<file path="src/rtl/cond_pkg.sv">
// Shared encodings for the branch-condition resolver: condition codes,
// NZCV flag bit positions and the resolver FSM state type.
package cond_pkg;

   localparam int FLAG_N = 3;
   localparam int FLAG_Z = 2;
   localparam int FLAG_C = 1;
   localparam int FLAG_V = 0;

   localparam logic [3:0] CC_EQ = 4'd0;
   localparam logic [3:0] CC_NE = 4'd1;
   localparam logic [3:0] CC_CS = 4'd2;
   localparam logic [3:0] CC_CC = 4'd3;
   localparam logic [3:0] CC_MI = 4'd4;
   localparam logic [3:0] CC_PL = 4'd5;
   localparam logic [3:0] CC_VS = 4'd6;
   localparam logic [3:0] CC_VC = 4'd7;
   localparam logic [3:0] CC_HI = 4'd8;
   localparam logic [3:0] CC_LS = 4'd9;
   localparam logic [3:0] CC_GE = 4'd10;
   localparam logic [3:0] CC_LT = 4'd11;
   localparam logic [3:0] CC_GT = 4'd12;
   localparam logic [3:0] CC_LE = 4'd13;
   localparam logic [3:0] CC_AL = 4'd14;
   localparam logic [3:0] CC_NV = 4'd15;

   typedef enum logic {
      ST_IDLE = 1'b0,
      ST_WAIT = 1'b1
   } state_e;

endpackage

</file>
<file path="src/rtl/cond_eval.sv">
// Purely combinational condition-code decode: 4-bit code and NZCV flags
// in, taken out. No state, no handshake.
module cond_eval
   import cond_pkg::*;
(
   input  logic [3:0] cond_i,
   input  logic [3:0] flags_i,
   output logic       taken_o
);

   logic n, z, c, v;

   assign n = flags_i[FLAG_N];
   assign z = flags_i[FLAG_Z];
   assign c = flags_i[FLAG_C];
   assign v = flags_i[FLAG_V];

   always_comb begin
      taken_o = 1'b0;
      case (cond_i)
         CC_EQ: taken_o = z;
         CC_NE: taken_o = ~z;
         CC_CS: taken_o = c;
         CC_CC: taken_o = ~c;
         CC_MI: taken_o = n;
         CC_PL: taken_o = ~n;
         CC_VS: taken_o = v;
         CC_VC: taken_o = ~v;
         CC_HI: taken_o = c & ~z;
         CC_LS: taken_o = ~c | z;
         CC_GE: taken_o = (n == v);
         CC_LT: taken_o = (n != v);
         CC_GT: taken_o = ~z & (n == v);
         CC_LE: taken_o = z | (n != v);
         CC_AL: taken_o = 1'b1;
         CC_NV: taken_o = 1'b0;
         default: taken_o = 1'b0;
      endcase
   end

endmodule

</file>
<file path="src/rtl/flopenr.sv">
// Resettable flop with load enable; zero latency beyond the clock edge.
// Asynchronous active-low reset clears q; q holds whenever en is low.
module flopenr #(
   parameter int WIDTH = 8
) (
   input  logic             clk,
   input  logic             reset,
   input  logic             en,
   input  logic [WIDTH-1:0] d,
   output logic [WIDTH-1:0] q
);

   always_ff @(posedge clk or negedge reset) begin
      if (!reset) begin
         q <= '0;
      end else if (en) begin
         q <= d;
      end
   end

endmodule

</file>
<file path="src/rtl/branch_cond_unit.sv">
// Banked NZCV flags plus branch resolver: result registered one cycle after evaluation.
// br_ready drops only while a captured branch waits for in-flight flags (flags_busy).
module branch_cond_unit
   import cond_pkg::*;
#(
   parameter int NBANK  = 2,
   parameter int BANK_W = 1,
   parameter int FWD    = 1,
   parameter int CNT_W  = 16
) (
   input  logic              clk,
   input  logic              reset,
   input  logic [3:0]        AluFlags,
   input  logic [1:0]        FlagW,
   input  logic [BANK_W-1:0] flag_bank,
   input  logic              flags_busy,
   input  logic              br_valid,
   output logic              br_ready,
   input  logic [3:0]        br_cond,
   input  logic [BANK_W-1:0] br_bank,
   input  logic              cnt_clr,
   output logic              pcSrc,
   output logic              br_done,
   output logic [CNT_W-1:0]  br_cnt,
   output logic [CNT_W-1:0]  taken_cnt
);

   localparam int NSLOT = 1 << BANK_W;

   // One slot per encodable bank; slots beyond NBANK have no storage and read as zero.
   logic [3:0] eff [NSLOT];

   for (genvar b = 0; b < NSLOT; b++) begin : g_bank
      if (b < NBANK) begin : g_real
         logic       we_nz, we_cv;
         logic [1:0] nz_q, cv_q;

         assign we_nz = FlagW[1] && (flag_bank == BANK_W'(b));
         assign we_cv = FlagW[0] && (flag_bank == BANK_W'(b));

         flopenr #(.WIDTH(2)) u_nz (
            .clk   (clk),
            .reset (reset),
            .en    (we_nz),
            .d     (AluFlags[3:2]),
            .q     (nz_q)
         );

         flopenr #(.WIDTH(2)) u_cv (
            .clk   (clk),
            .reset (reset),
            .en    (we_cv),
            .d     (AluFlags[1:0]),
            .q     (cv_q)
         );

         if (FWD != 0) begin : g_fwd
            assign eff[b] = {we_nz ? AluFlags[3:2] : nz_q,
                             we_cv ? AluFlags[1:0] : cv_q};
         end else begin : g_nofwd
            assign eff[b] = {nz_q, cv_q};
         end
      end else begin : g_none
         assign eff[b] = 4'b0000;
      end
   end

   state_e            state_q, state_d;
   logic [3:0]        cap_cond_q, cap_cond_d;
   logic [BANK_W-1:0] cap_bank_q, cap_bank_d;
   logic              done_q, done_d;
   logic              pc_q, pc_d;
   logic [CNT_W-1:0]  br_cnt_q, br_cnt_d;
   logic [CNT_W-1:0]  tk_cnt_q, tk_cnt_d;

   logic [3:0]        sel_cond;
   logic [BANK_W-1:0] sel_bank;
   logic              taken;

   // A single evaluator serves both the live request and the captured one.
   assign sel_cond = (state_q == ST_WAIT) ? cap_cond_q : br_cond;
   assign sel_bank = (state_q == ST_WAIT) ? cap_bank_q : br_bank;

   cond_eval u_eval (
      .cond_i  (sel_cond),
      .flags_i (eff[sel_bank]),
      .taken_o (taken)
   );

   assign br_ready = (state_q == ST_IDLE);

   always_comb begin
      state_d    = state_q;
      cap_cond_d = cap_cond_q;
      cap_bank_d = cap_bank_q;
      done_d     = 1'b0;
      pc_d       = 1'b0;
      case (state_q)
         ST_IDLE: begin
            if (br_valid) begin
               if (flags_busy) begin
                  state_d    = ST_WAIT;
                  cap_cond_d = br_cond;
                  cap_bank_d = br_bank;
               end else begin
                  done_d = 1'b1;
                  pc_d   = taken;
               end
            end
         end
         ST_WAIT: begin
            if (!flags_busy) begin
               done_d  = 1'b1;
               pc_d    = taken;
               state_d = ST_IDLE;
            end
         end
         default: state_d = ST_IDLE;
      endcase
   end

   // Counters track the registered result, so they lag br_done by one edge.
   always_comb begin
      br_cnt_d = br_cnt_q;
      tk_cnt_d = tk_cnt_q;
      if (cnt_clr) begin
         br_cnt_d = '0;
         tk_cnt_d = '0;
      end else begin
         if (done_q && (br_cnt_q != '1)) begin
            br_cnt_d = br_cnt_q + CNT_W'(1);
         end
         if (done_q && pc_q && (tk_cnt_q != '1)) begin
            tk_cnt_d = tk_cnt_q + CNT_W'(1);
         end
      end
   end

   always_ff @(posedge clk or negedge reset) begin
      if (!reset) begin
         state_q    <= ST_IDLE;
         cap_cond_q <= '0;
         cap_bank_q <= '0;
         done_q     <= 1'b0;
         pc_q       <= 1'b0;
         br_cnt_q   <= '0;
         tk_cnt_q   <= '0;
      end else begin
         state_q    <= state_d;
         cap_cond_q <= cap_cond_d;
         cap_bank_q <= cap_bank_d;
         done_q     <= done_d;
         pc_q       <= pc_d;
         br_cnt_q   <= br_cnt_d;
         tk_cnt_q   <= tk_cnt_d;
      end
   end

   assign br_done   = done_q;
   assign pcSrc     = pc_q;
   assign br_cnt    = br_cnt_q;
   assign taken_cnt = tk_cnt_q;

endmodule

</file>
<file path="config.mk">
export PLATFORM = sky130hd
export DESIGN_NAME = branch_cond_unit
export DESIGN_NICKNAME = d
export VERILOG_FILES = /design/src/rtl/cond_pkg.sv /design/src/rtl/cond_eval.sv /design/src/rtl/flopenr.sv /design/src/rtl/branch_cond_unit.sv
export SDC_FILE = /design/constraint.sdc
export NUM_CORES = 1
export LEC_CHECK = 0
export CAP_MARGIN = 20
export CORE_ASPECT_RATIO = 1.4
export CORE_UTILIZATION = 50
export DETAILED_ROUTE_END_ITERATION = 8
export PLACE_DENSITY = 0.83
export RECOVER_POWER = 50
export REMOVE_ABC_BUFFERS = 1
export SYNTH_ARGS = -nofsm -noshare
export SYNTH_HDL_FRONTEND = slang
export SYNTH_SLANG_ARGS = --single-unit
</file>
<file path="constraint.sdc">
create_clock -name clk -period 2.1 [get_ports clk]
set_input_delay 0.315 -clock clk [delete_from_list [all_inputs] [get_ports clk]]
set_output_delay 0.315 -clock clk [all_outputs]
set_load 0.05 [all_outputs]
</file>
==> reports/metrics.csv <==
metric,value,unit
status,"complete, no violations",
Routed Antenna Nets,0,
area of the multi-input gates,1350,µm²
Worst EP arrival,2.24,ns
Synth Register Bits,48,
clk slew on worst S/H paths,0.09,ns
worst-case clock skew,0.00635,ns
Ports,52,
Setup CP Type,input pin to flip-flop,
Die ar.,5410,µm²
Peak VDD IR,0.502,mV
fin cells,385,
min Tclk post-route,2.00,ns
Synth async-reset ratio,1.00,
ant diodes,0,
max_slew headroom,0.222,
Post-Route WL,5.30,mm
"area leader, netlist",dfrtp_1,
DR iter-0 viols,141,
final setup fails,0,
vias in the first global route,2121,
Worst Tran Pin Value,1.17,ns
top-area cell type share of the netlist area,0.469,
total track usage,0.214,
placed insts,377,
Main synth FF type,dfrtp_1,
initial antenna violation count,0,
Finished Core Util,0.693,
Area Growth Syn to Fin,32.2,%
dpl ws,-0.279,ns
gr ovfl total,0,
sequential share of the synthesized area,0.469,
Mapped Cells,255,
clk_lat worst skew,0.30,ns
total number of vias,2104,
routed wire length per instance,13.8,µm
Critical Path Fanout Max,3,
Filler cells,372,
class of the worst hold path,input pin to asynchronous set/reset pin,
register area,1200,µm²
Slew Limit Fails,0,
cell area after synthesis,2560,µm²
H-tree depth,2,
first-pass GRT wire length,9.29,mm
post-synth cell types,42,
largest net degree at the start of global routing,49,
Fmax achieved,0.501,GHz
syn avg cell area,10.0,µm²
worst setup margin,0.103,ns
nets,339,
CTS Buffer Depth,2,
DRC Markers,0,
Die Ht,86.7,µm
Yosys warning count,0,
Cell Rows,30,
Initial Utilization,0.525,
clk sink count,48,
"top cells by area, synth","dfrtp_1 47%, mux2i_1 7.4%, xor2_1 6.8%, nor2_1 5.3%, xnor2_1 3.8%",
Vias/cell,5.46,
Die Wd,62.5,µm
core region area,4880,µm²
Pwr Density,619,nW/µm²
Leakage,0.00146,µW
Tcrit/Tclk final,0.951,
proportion of layout cells with a drive suffix above 1,0.140,
post-CTS setup buffers,0,
Max-Cap Viols,0,
DP HPWL,3.84,mm
Tot Pwr,2090,µW
Fin. Hold Viols,0,
WP data required,2.34,ns
Port Buf Inserts,51,
clk root buf,clkbuf_8,
CP Capture Type,flip-flop,
Worst setup SP type,input pin,
total CTS buffers,5,
CTS tree,built,
number of synthesized flops with an enable pin,0,
routability cong.,0.813,
iteration count of the initial detailed-routing pass,4,
logic make-up (layout without fill, tap and decap cells):
family | after synthesis | in the layout | share of synthesized area
xor+xnor | 31 | 31 | 0.106
simple gates | 104 | 104 | 0.202
flops | 48 | 48 | 0.469
fa+ha+maj | 2 | 2 | 0.00977
compound gates | 24 | 24 | 0.0645
buf+inv | 18 | 84 | 0.0313
mux | 28 | 28 | 0.117
per-stage QoR:
step / hold slack [ns] / TNS, ns / cell area [µm²]
2_1_floorplan: 0.0194 / 0 / 2520
3_3_place_gp: 0.445 / -0.209 / 3210
3_5_place_dp: 0.454 / -0.279 / 3210
4_1_cts: 0.123 / 0 / 3320
5_1_grt: 0.429 / -0.0269 / 3380
6_report: 0.318 / 0 / 3380
cells in the final DEF (no fill, tap or decap), types with 3 or more instances in the layout:
cell and count:
clkbuf_8 5, nand3_1 10, dfrtp_1 48, a21oi_1 5, nand4_1 13, xnor2_1 10, inv_1 11, xor2_1 20
nor2_1 36, and3_1 4, nor2b_1 3, clkdlybuf4s50_1 48, mux2i_1 15, mux2_2 7, buf_4 13, o21ai_0 5
nand2_1 21
final cells by class:
class                           instances  area share
Clock buffer                            5      0.0203
Tap cell                               64      0.0237
Multi-Input combinational cell        189       0.398
Clock inverter                          3      0.0126
Timing Repair Buffer                   64       0.178
Inverter                               12      0.0133
Sequential cell                        48       0.355
registers in the layout, summed over array words and instances, names as in the netlist:
name,flops
pcSrc,1
g_bank.g_real.u_cv.q,4
cap_cond_q,4
g_bank.g_real.u_nz.q,4
cap_bank_q,1
taken_cnt,16
state_q,1
br_done,1
br_cnt,16
report_power, final:
| part | internal [µW] | total [µW] | switching, µW |
|---|---|---|---|
| logic | 196 | 410 | 214 |
| clock network | 353 | 671 | 318 |
| registers | 974 | 1010 | 40.3 |
| total | 1520 | 2090 | 572 |
cell usage after synthesis (2+ instances only):
| library cell | instances |
|---|---|
| nor4_2 | 2 |
| nand4_1 | 13 |
| nor2b_1 | 5 |
| o21ai_0 | 5 |
| nand2_1 | 22 |
| nor2_2 | 2 |
| inv_1 | 11 |
| or3_1 | 2 |
| nand3_1 | 10 |
| ha_1 | 2 |
| o21a_1 | 2 |
| mux2_4 | 2 |
| a21oi_1 | 5 |
| mux2i_1 | 19 |
| and3_1 | 4 |
| clkbuf_1 | 3 |
| mux2_2 | 7 |
| nor3b_1 | 2 |
| nor2_1 | 36 |
| xnor2_1 | 11 |
| o32ai_1 | 2 |
| a31oi_1 | 2 |
| xor2_1 | 20 |
| dfrtp_1 | 48 |
routing by layer:
layer	vias to the layer above	global-route usage	wire, µm
met3	8	0.0355	145
met5	-	0	0
met4	0	0.0994	83
met1	1034	0.245	2190
li1	1012	-	-
met2	50	0.387	2880
path summary, 6_finish.rpt:
check	slack (ns)	cells past startpoint	start	endpoint
worst max-delay path	0.10	9	FlagW[1]	pcSrc
worst min-delay path	0.32	2	reset	taken_cnt[8]
worst max register to register	0.15	7	br_cnt[4]	br_cnt[15]
worst min register to register	0.51	1	cap_cond_q[1]	cap_cond_q[1]
max in group asynchronous	1.08	2	reset	taken_cnt[14]
min in group clk	0.51	1	cap_cond_q[1]	cap_cond_q[1]
critical path: stages:
cell and delay [ns]:
clkdlybuf4s50_1 0.44, buf_4 0.15, nand2_2 0.11, mux2i_4 0.29
mux2i_1 0.11, mux2i_1 0.20, or3b_1 0.38, o211ai_1 0.10
o31a_1 0.15
what timing repair did:
action                     4_1_cts  5_1_grt
setup endpoints to repair        0        2
resized for setup                0       14
hold buffers                     0        0
Power figures use the tool's default switching activity.
